[config.mk]
export PLATFORM = sky130hd
export DESIGN_NAME = tone_arbiter
export DESIGN_NICKNAME = d
export VERILOG_FILES = /design/src/rtl/tone_arbiter.sv
export SDC_FILE = /design/constraint.sdc
export NUM_CORES = 1
export LEC_CHECK = 0
export BUFFER_PORTS_ARGS = -buffer_cell sky130_fd_sc_hd__buf_2
export CELL_PAD_IN_SITES_DETAIL_PLACEMENT = 1
export CELL_PAD_IN_SITES_GLOBAL_PLACEMENT = 1
export CORE_MARGIN = 5
export CORE_UTILIZATION = 40
export CTS_CLUSTER_DIAMETER = 40
export CTS_CLUSTER_SIZE = 10
export DETAILED_ROUTE_END_ITERATION = 8
export PLACE_DENSITY = 0.8
export SYNTH_ARGS = -nofsm -noshare
export SYNTH_HDL_FRONTEND = slang
export SYNTH_SLANG_ARGS = --single-unit
[constraint.sdc]
create_clock -name clk50mhz -period 3.2 [get_ports clk50mhz]
set_input_delay 0.16 -clock clk50mhz [delete_from_list [all_inputs] [get_ports clk50mhz]]
set_output_delay 0.16 -clock clk50mhz [all_outputs]
set_load 0.05 [all_outputs]
[src/rtl/tone_arbiter.sv]
// tone_arbiter: four-note request arbiter driving a 32-entry sine ROM address.
// Requests resolve by fixed priority (C > D > E > G). The playing note only
// changes on a 31->0 address wrap, so every note plays whole waveform periods.
// Optional macro TONE_ARBITER_SYNC_EN: two-flop synchronizer per note input
// (request-to-PLAY latency 3 cycles). When undefined, each input is
// registered once (latency 2 cycles).
module tone_arbiter #(
  parameter logic [12:0] DIV_DO  = 13'd5972,
  parameter logic [12:0] DIV_RE  = 13'd5320,
  parameter logic [12:0] DIV_MI  = 13'd4738,
  parameter logic [12:0] DIV_SOL = 13'd3986
) (
  input  logic       clk50mhz,
  input  logic       rst,
  input  logic       do_nota,
  input  logic       re_nota,
  input  logic       mi_nota,
  input  logic       sol_nota,
  output logic [4:0] rom_addr,
  output logic       sample_tick,
  output logic       note_active,
  output logic [1:0] note_sel
);

  // Divisors below 2 would leave no room for a counter phase; clamp them.
  localparam logic [12:0] DO_EFF  = (DIV_DO  < 13'd2) ? 13'd2 : DIV_DO;
  localparam logic [12:0] RE_EFF  = (DIV_RE  < 13'd2) ? 13'd2 : DIV_RE;
  localparam logic [12:0] MI_EFF  = (DIV_MI  < 13'd2) ? 13'd2 : DIV_MI;
  localparam logic [12:0] SOL_EFF = (DIV_SOL < 13'd2) ? 13'd2 : DIV_SOL;

  // Terminal counter values: the counter wraps (and a sample step happens)
  // when it reaches DIV-1.
  localparam logic [12:0] TC_DO  = DO_EFF  - 13'd1;
  localparam logic [12:0] TC_RE  = RE_EFF  - 13'd1;
  localparam logic [12:0] TC_MI  = MI_EFF  - 13'd1;
  localparam logic [12:0] TC_SOL = SOL_EFF - 13'd1;

  typedef enum logic [1:0] {
    ST_IDLE  = 2'd0,
    ST_PLAY  = 2'd1,
    ST_DRAIN = 2'd2
  } state_t;

  // Bit index doubles as the note code: 0=C, 1=D, 2=E, 3=G.
  logic [3:0] req_raw;
  logic [3:0] req_sync;

  assign req_raw = {sol_nota, mi_nota, re_nota, do_nota};

  genvar gi;
  generate
    for (gi = 0; gi < 4; gi++) begin : g_req_in
`ifdef TONE_ARBITER_SYNC_EN
      logic meta_reg;
      logic sync_reg;

      // Two-flop synchronizer: the first flop may go metastable, the second
      // gives it a full cycle to resolve before the arbiter sees it.
      always_ff @(posedge clk50mhz) begin
        if (rst) begin
          meta_reg <= 1'b0;
          sync_reg <= 1'b0;
        end else begin
          meta_reg <= req_raw[gi];
          sync_reg <= meta_reg;
        end
      end

      assign req_sync[gi] = sync_reg;
`else
      logic in_reg;

      // Single input register: one cycle of capture ahead of the arbiter.
      always_ff @(posedge clk50mhz) begin
        if (rst) begin
          in_reg <= 1'b0;
        end else begin
          in_reg <= req_raw[gi];
        end
      end

      assign req_sync[gi] = in_reg;
`endif
    end
  endgenerate

  logic       req_valid;
  logic [1:0] req_winner;

  // Fixed-priority resolution: lowest bit (note C) wins.
  always_comb begin
    req_valid  = |req_sync;
    req_winner = 2'd0;
    if (req_sync[0]) begin
      req_winner = 2'd0;
    end else if (req_sync[1]) begin
      req_winner = 2'd1;
    end else if (req_sync[2]) begin
      req_winner = 2'd2;
    end else if (req_sync[3]) begin
      req_winner = 2'd3;
    end
  end

  state_t      state_reg, state_next;
  logic [1:0]  sel_reg, sel_next;
  logic [12:0] cnt_reg, cnt_next;
  logic [4:0]  addr_reg, addr_next;
  logic        tick_reg, tick_next;

  logic [12:0] term_cnt;
  logic        step_wrap;
  logic [12:0] cnt_adv;
  logic [4:0]  addr_adv;

  // Divider step for the note currently playing: counter advance, address
  // advance and the wrap condition shared by PLAY and DRAIN.
  always_comb begin
    case (sel_reg)
      2'd0:    term_cnt = TC_DO;
      2'd1:    term_cnt = TC_RE;
      2'd2:    term_cnt = TC_MI;
      default: term_cnt = TC_SOL;
    endcase
    step_wrap = (cnt_reg == term_cnt);
    cnt_adv   = step_wrap ? 13'd0 : (cnt_reg + 13'd1);
    addr_adv  = step_wrap ? (addr_reg + 5'd1) : addr_reg;
  end

  // Next-state logic: PLAY drops to DRAIN on any request change, DRAIN only
  // leaves on the 31->0 wrap (or returns to PLAY if the note comes back).
  always_comb begin
    state_next = state_reg;
    sel_next   = sel_reg;
    cnt_next   = cnt_reg;
    addr_next  = addr_reg;
    tick_next  = 1'b0;
    case (state_reg)
      ST_IDLE: begin
        cnt_next  = 13'd0;
        addr_next = 5'd0;
        if (req_valid) begin
          state_next = ST_PLAY;
          sel_next   = req_winner;
        end
      end
      ST_PLAY: begin
        cnt_next  = cnt_adv;
        addr_next = addr_adv;
        tick_next = step_wrap;
        if (!req_valid || (req_winner != sel_reg)) begin
          state_next = ST_DRAIN;
        end
      end
      ST_DRAIN: begin
        cnt_next  = cnt_adv;
        addr_next = addr_adv;
        tick_next = step_wrap;
        if (step_wrap && (addr_reg == 5'd31)) begin
          // Period boundary: the counter and address are both wrapping to 0,
          // so a new note starts cleanly from phase 0.
          if (!req_valid) begin
            state_next = ST_IDLE;
          end else begin
            state_next = ST_PLAY;
            sel_next   = req_winner;
          end
        end else if (req_valid && (req_winner == sel_reg)) begin
          state_next = ST_PLAY;
        end
      end
      default: begin
        state_next = ST_IDLE;
        cnt_next   = 13'd0;
        addr_next  = 5'd0;
      end
    endcase
  end

  // State and datapath registers; reset aborts any note at once.
  always_ff @(posedge clk50mhz) begin
    if (rst) begin
      state_reg <= ST_IDLE;
      sel_reg   <= 2'd0;
      cnt_reg   <= 13'd0;
      addr_reg  <= 5'd0;
      tick_reg  <= 1'b0;
    end else begin
      state_reg <= state_next;
      sel_reg   <= sel_next;
      cnt_reg   <= cnt_next;
      addr_reg  <= addr_next;
      tick_reg  <= tick_next;
    end
  end

  assign rom_addr    = addr_reg;
  assign sample_tick = tick_reg;
  assign note_active = (state_reg != ST_IDLE);
  assign note_sel    = sel_reg;

endmodule

==> results of run 1 <==
power by group through the flow:
stage | logic (mW) | registers [mW] | clock network, mW
after CTS | 0.395 | 0.409 | 0.204
after global routing | 0.441 | 0.416 | 0.217
after global placement | 0.373 | 0.412 | 0
final | 0.390 | 0.410 | 0.199
after detailed placement | 0.390 | 0.418 | 0
after floorplan | 0.289 | 0.427 | 0
cells by family (layout without fill, tap and decap cells):
kind of cell	count (synthesis)	count (layout)	share of synthesized area, %
and+or+nand+nor	79	79	29.4
muxes	3	3	2.00
adders and majority gates	13	13	10.4
AOI/OAI and AO/OA	25	25	11.0
xor gates and xnor gates	16	16	8.94
buffers and inverters	15	27	3.75
DFF	27	27	34.5
placed cells by master, fill, tap and decap left out, types with 3 or more instances in the layout:
cell       synthesis  layout
nor2_1            25      25
nand2_1            5       5
o21ai_0            7       7
nor2b_1            4       4
clkbuf_8           0       3
a21oi_1            6       6
or3_1              3       3
nand4_1            3       3
nor3_1             3       3
nand3_1            6       6
o2111ai_1          3       3
dfxtp_1           27      27
inv_1              9       9
xnor2_1            4       4
xor2_1            12      12
nor4_1             4       4
buf_2              1      14
nand2b_1           6       6
ha_1              13      13
critical path: stages (launching register included):
cell and delay [ps]:
dfxtp_1 520, inv_1 160, ha_1 330, and3b_1 260
o211ai_2 130, or4_1 700, or2b_1 470, nor2_1 100
routing by layer:
layer,vias up,share of wire [%]
met5,-,0
met4,0,1.7
met3,9,2.3
met2,17,52
met1,644,44
li1,647,-
cell type report:
class	instances	area, um^2	share of cell area, %
Clock inverter	1	5.00	0.291
Inverter	9	33.8	1.97
Sequential cell	27	541	31.4
Clock buffer	3	41.3	2.40
Tap cell	48	60.1	3.49
Multi-Input combinational cell	136	968	56.3
Timing Repair Buffer	14	70.1	4.08
path summary, 6_finish.rpt:
check                                 from                            end  slack [ps]  cells past startpoint
setup / recovery  note_sel[0]$_SDFFE_PP0P_          cnt_reg[4]$_SDFF_PP0_         410                      7
hold / removal                     mi_nota  g_req_in[2].in_reg$_SDFF_PP0_          90                      2
setup reg to reg  note_sel[0]$_SDFFE_PP0P_          cnt_reg[4]$_SDFF_PP0_         410                      7
hold reg to reg      cnt_reg[0]$_SDFF_PP0_          cnt_reg[0]$_SDFF_PP0_         480                      1
metrics by stage:
step                instance area (um^2)  worst slack, ps
global placement                    1670              539
floorplan                           1570              404
global route                        1720              186
CTS                                 1720              387
detailed placement                  1670              424
finish                              1720              407
==> flow_metrics.env, run 1 <==
export IMPL_first_iter_violations=45
export IMPL_dieArea_mm2=0.00527
export IMPL_vias_per_cell=5.53
export IMPL_power_uw=999
export IMPL_largest_reg_flops=13
export IMPL_final_min_clock_period_ps=2790
export IMPL_numCtsBuffers=3
export IMPL_cp_max_fo=13
export IMPL_dr_pass1_iters=4
export IMPL_post_route_drc_count=0
export IMPL_n_antenna_cell=0
export IMPL_tightestPinTransition_ps=819
export IMPL_core_area_mm2=0.00372
export IMPL_p_int_uw=598
export IMPL_post_route_util_pct=46.3
export IMPL_ys_seq_area_share_pct=34.5
export IMPL_die_w_um=72.6
export IMPL_startpoint_type="flop"
export IMPL_gr_total_overflow=0
export IMPL_portBuffers=14
export IMPL_synth_commonest_cells="27 x dfxtp_1, 25 x nor2_1, 13 x ha_1"
export IMPL_avgSynthCellArea_um2=8.81
export IMPL_switchingPower_uw=400
export IMPL_clkPwrFrac_pct=19.9
export IMPL_fmax_mhz=358
export IMPL_grt_pass1_wl_mm=6.73
export IMPL_use_met2_pct=28.2
export IMPL_die_height_um=72.6
export IMPL_critPathKind="reg -> reg"
export IMPL_wl_mm=3.79
export IMPL_antenna_found_initial=0
export IMPL_power_density_mw_per_mm2=581
export IMPL_worstPathArrival_ps=2950
export IMPL_htreeDepth=1
export IMPL_busiest_layer="met2"
export IMPL_hold_path_class="in -> reg"
export IMPL_layout_nets=210
export IMPL_cts_hold_buf=0
export IMPL_synth_edff_count=0
export IMPL_place_inst=234
export IMPL_syn_to_final_growth_pct=9.66
export IMPL_setup_viol=0
export IMPL_yosys_top_cells_area="dfxtp_1 34%, ha_1 10%, xor2_1 6.7%, nor2_1 6.0%, nand2b_1 2.4%"
export IMPL_sw_frac_of_total_pct=40.1
export IMPL_via_count=1317
export IMPL_final_hold_violation_count=0
export IMPL_hold_worst_slack_ps=93.2
export IMPL_finalSetupTns_ps=0
export IMPL_drive_gt1_share_pct=13.7
export IMPL_p_leak_nw=0.667
export IMPL_stdcell_count=238
export IMPL_synthCells=178
export IMPL_clock_latency_ps=280
export IMPL_grt_setup_unrepaired="false"
export IMPL_grt_max_degree=16
export IMPL_met3_usage_pct=2.34
export IMPL_drtAntennaViolNets=0
export IMPL_root_buffer="clkbuf_8"
export IMPL_path_clk_slew_ps=100
export IMPL_synth_area_mm2=0.00157
export IMPL_initial_core_util_pct=42.2
export IMPL_cts_max_path_buffers=2
export IMPL_cts_sinks=27
export IMPL_combPwrFrac_pct=39.1
export IMPL_async_flop_share_pct=0
export IMPL_hpwlAfterDp_mm=2.91
export IMPL_synth_nets=197
export IMPL_grt_pass1_vias=1456
export IMPL_grt_usage_pct=16.0
export IMPL_synth_top_area_share_pct=34.5
export IMPL_ioPinCount=15
export IMPL_post_synth_top_count_cell="dfxtp_1"
export IMPL_cts_repair_resized=0
export IMPL_finalClockSkew_ps=3.46
export IMPL_ir_worst_vdd_mv=0.184
export IMPL_finalMaxSlewViolations=0
export IMPL_cts_tree="yes"
export IMPL_endpoint_kind="flop"
export IMPL_globalplace_congestion=0.818
export IMPL_ys_seq_elements=27
export IMPL_p_seq_share_pct=41.0
export IMPL_grt_use_met1_pct=19.2
export IMPL_synthDistinctLibCells=43
export IMPL_yosysTopAreaCell="dfxtp_1"
export IMPL_synth_warnings=0
export IMPL_fin_crit_sh_pct=87.3
export IMPL_wl_per_cell_um=15.9
export IMPL_ys_flop_type="dfxtp_1"
export IMPL_status="finished clean"
export IMPL_maxSlewHeadroom_pct=44.9
export IMPL_maxCapViolCount=0
export IMPL_postCtsSetupBuffers=0
export IMPL_num_fill_cells=456
export IMPL_cp_required_ps=3360
export IMPL_rows=22
(Power assumes the default switching activity.)
==> run 2: changes to the inputs <==
--- a/config.mk
+++ b/config.mk
@@ -8,12 +8,13 @@
 export BUFFER_PORTS_ARGS = -buffer_cell sky130_fd_sc_hd__buf_2
 export CELL_PAD_IN_SITES_DETAIL_PLACEMENT = 1
 export CELL_PAD_IN_SITES_GLOBAL_PLACEMENT = 1
+export CORE_ASPECT_RATIO = 1.1
 export CORE_MARGIN = 5
 export CORE_UTILIZATION = 40
 export CTS_CLUSTER_DIAMETER = 40
 export CTS_CLUSTER_SIZE = 10
 export DETAILED_ROUTE_END_ITERATION = 8
-export PLACE_DENSITY = 0.8
+export PLACE_DENSITY_LB_ADDON = 0.1
 export SYNTH_ARGS = -nofsm -noshare
 export SYNTH_HDL_FRONTEND = slang
 export SYNTH_SLANG_ARGS = --single-unit
==> flow_metrics.env, run 2 (synthesized netlist as in run 1, its figures left out) <==
export IMPL_worstPathArrival_ps=2930
export IMPL_wl_per_cell_um=14.8
export IMPL_sw_frac_of_total_pct=40.0
export IMPL_maxCapViolCount=0
export IMPL_final_common_cell="dfxtp_1"
export IMPL_status="finished clean"
export IMPL_ir_worst_vdd_mv=0.310
export IMPL_postCtsSetupBuffers=0
export IMPL_cts_hold_buf=0
export IMPL_reg2regPathDepth=7
export IMPL_largest_reg_flops=13
export IMPL_grt_usage_pct=14.7
export IMPL_ioPinCount=15
export IMPL_cp_max_fo=13
export IMPL_finalMaxSlewViolations=0
export IMPL_layout_nets=210
export IMPL_die_w_um=69.7
export IMPL_critPathKind="reg -> reg"
export IMPL_setup_viol=0
export IMPL_cp_required_ps=3350
export IMPL_grt_pass1_vias=1371
export IMPL_endpoint_kind="flop"
export IMPL_syn_to_final_growth_pct=9.82
export IMPL_p_int_uw=598
export IMPL_clkPwrFrac_pct=19.9
export IMPL_initial_core_util_pct=42.2
export IMPL_vias_per_cell=5.44
export IMPL_portBuffers=14
export IMPL_hpwlAfterDp_mm=2.74
export IMPL_first_iter_violations=28
export IMPL_via_count=1305
export IMPL_timing_rr_start="note_sel[0]$_SDFFE_PP0P_"
export IMPL_cts_max_path_buffers=2
export IMPL_place_inst=236
export IMPL_hold_end="g_req_in[2].in_reg$_SDFF_PP0_"
export IMPL_grt_pass1_wl_mm=6.31
export IMPL_htreeDepth=1
export IMPL_finalClockSkew_ps=6.11
export IMPL_tightestPinTransition_ps=724
export IMPL_grt_setup_unrepaired="false"
export IMPL_die_height_um=75.7
export IMPL_wl_mm=3.56
export IMPL_numCtsBuffers=3
export IMPL_gr_total_overflow=0
export IMPL_p_seq_share_pct=41.3
export IMPL_startpoint_type="flop"
export IMPL_power_density_mw_per_mm2=579
export IMPL_hp_start="mi_nota"
export IMPL_antenna_found_initial=0
export IMPL_final_hold_violation_count=0
export IMPL_cts_repair_resized=0
export IMPL_combPwrFrac_pct=38.8
export IMPL_finalSetupTns_ps=0
export IMPL_grt_max_degree=16
export IMPL_switchingPower_uw=399
export IMPL_p_leak_nw=0.667
export IMPL_layout_common_cells="27 x dfxtp_1, 25 x nor2_1, 14 x buf_2"
export IMPL_post_route_drc_count=0
export IMPL_timing_rr_end="cnt_reg[12]$_SDFF_PP0_"
export IMPL_r2r_setup_slack_ps=430
export IMPL_clock_latency_ps=280
export IMPL_fmax_mhz=361
export IMPL_root_buffer="clkbuf_8"
export IMPL_final_min_clock_period_ps=2770
export IMPL_hold_path_class="in -> reg"
export IMPL_fin_crit_sh_pct=86.6
export IMPL_n_antenna_cell=0
export IMPL_dieArea_mm2=0.00527
export IMPL_rows=23
export IMPL_cts_tree="yes"
export IMPL_path_clk_slew_ps=90
export IMPL_num_fill_cells=439
export IMPL_core_area_mm2=0.00371
export IMPL_stdcell_count=240
export IMPL_maxSlewHeadroom_pct=51.3
export IMPL_dr_pass1_iters=4
export IMPL_globalplace_congestion=0.715
export IMPL_drive_gt1_share_pct=13.7
export IMPL_drtAntennaViolNets=0
export IMPL_cts_sinks=27
export IMPL_hold_depth=2
[run 2: cell counts in the layout (fill, tap and decap cells not counted)]
No cell type changed its count.
[run 2: through the flow]
step / hold slack (ps) / instance area, um^2 / utilization, % / worst slack, ps / power [mW]
floorplan: 288 / 1570 / - / 404 / 0.716
global placement: 372 / 1680 / 45.1 / 492 / 0.789
detailed placement: 388 / 1680 / 45.1 / 431 / 0.809
CTS: 99.6 / 1720 / 46.4 / 410 / 1.01
global route: 101 / 1720 / 46.4 / 197 / 1.07
finish: 97.5 / 1720 / 46.4 / 429 / 0.997
[run 2: cell type report]
class	instances	area (um^2)	share of cell area [%]
timing repair buffer	14	70.1	4.07
clock inverter	1	5.00	0.291
multi-input combinational	136	968	56.3
inverter	9	33.8	1.96
tap	50	62.6	3.63
sequential	27	541	31.4
clock buffer	3	41.3	2.40
[run 2: how the worst max path moves through the flow]
stage                             startpoint                      to  slack, ps  cells after the start
finish              note_sel[0]$_SDFFE_PP0P_  cnt_reg[12]$_SDFF_PP0_        430                      7
floorplan           note_sel[0]$_SDFFE_PP0P_  cnt_reg[11]$_SDFF_PP0_        400                      9
global route        note_sel[0]$_SDFFE_PP0P_  cnt_reg[12]$_SDFF_PP0_        200                      7
detailed placement  note_sel[0]$_SDFFE_PP0P_   cnt_reg[8]$_SDFF_PP0_        430                      7
global placement    note_sel[0]$_SDFFE_PP0P_  cnt_reg[12]$_SDFF_PP0_        490                      7
CTS                 note_sel[0]$_SDFFE_PP0P_  cnt_reg[12]$_SDFF_PP0_        410                      7
[run 2: power groups by stage]
stage | Sequential, mW | Combinational (mW) | Clock (mW)
floorplan | 0.427 | 0.289 | 0
global placement | 0.413 | 0.377 | 0
detailed placement | 0.419 | 0.391 | 0
CTS | 0.412 | 0.393 | 0.203
global route | 0.419 | 0.436 | 0.219
finish | 0.411 | 0.387 | 0.198
[run 2: critical path, cell delays in order (launching register included)]
cell and delay [ps]:
dfxtp_1 530, inv_1 170, ha_1 320, and3b_1 260, o211ai_2 110, or4_1 680, or2b_1 470, nor2_1 100
[run 2: routing by layer]
| layer | track usage, % | wire [um] | up-vias | share of wire [%] |
|---|---|---|---|---|
| li1 | - | - | 646 | - |
| met1 | 17.8 | 1630 | 639 | 46 |
| met2 | 27.3 | 1800 | 15 | 51 |
| met3 | 1.98 | 66 | 5 | 1.9 |
| met4 | 5.11 | 55 | 0 | 1.5 |
| met5 | 0 | 0 | - | 0 |
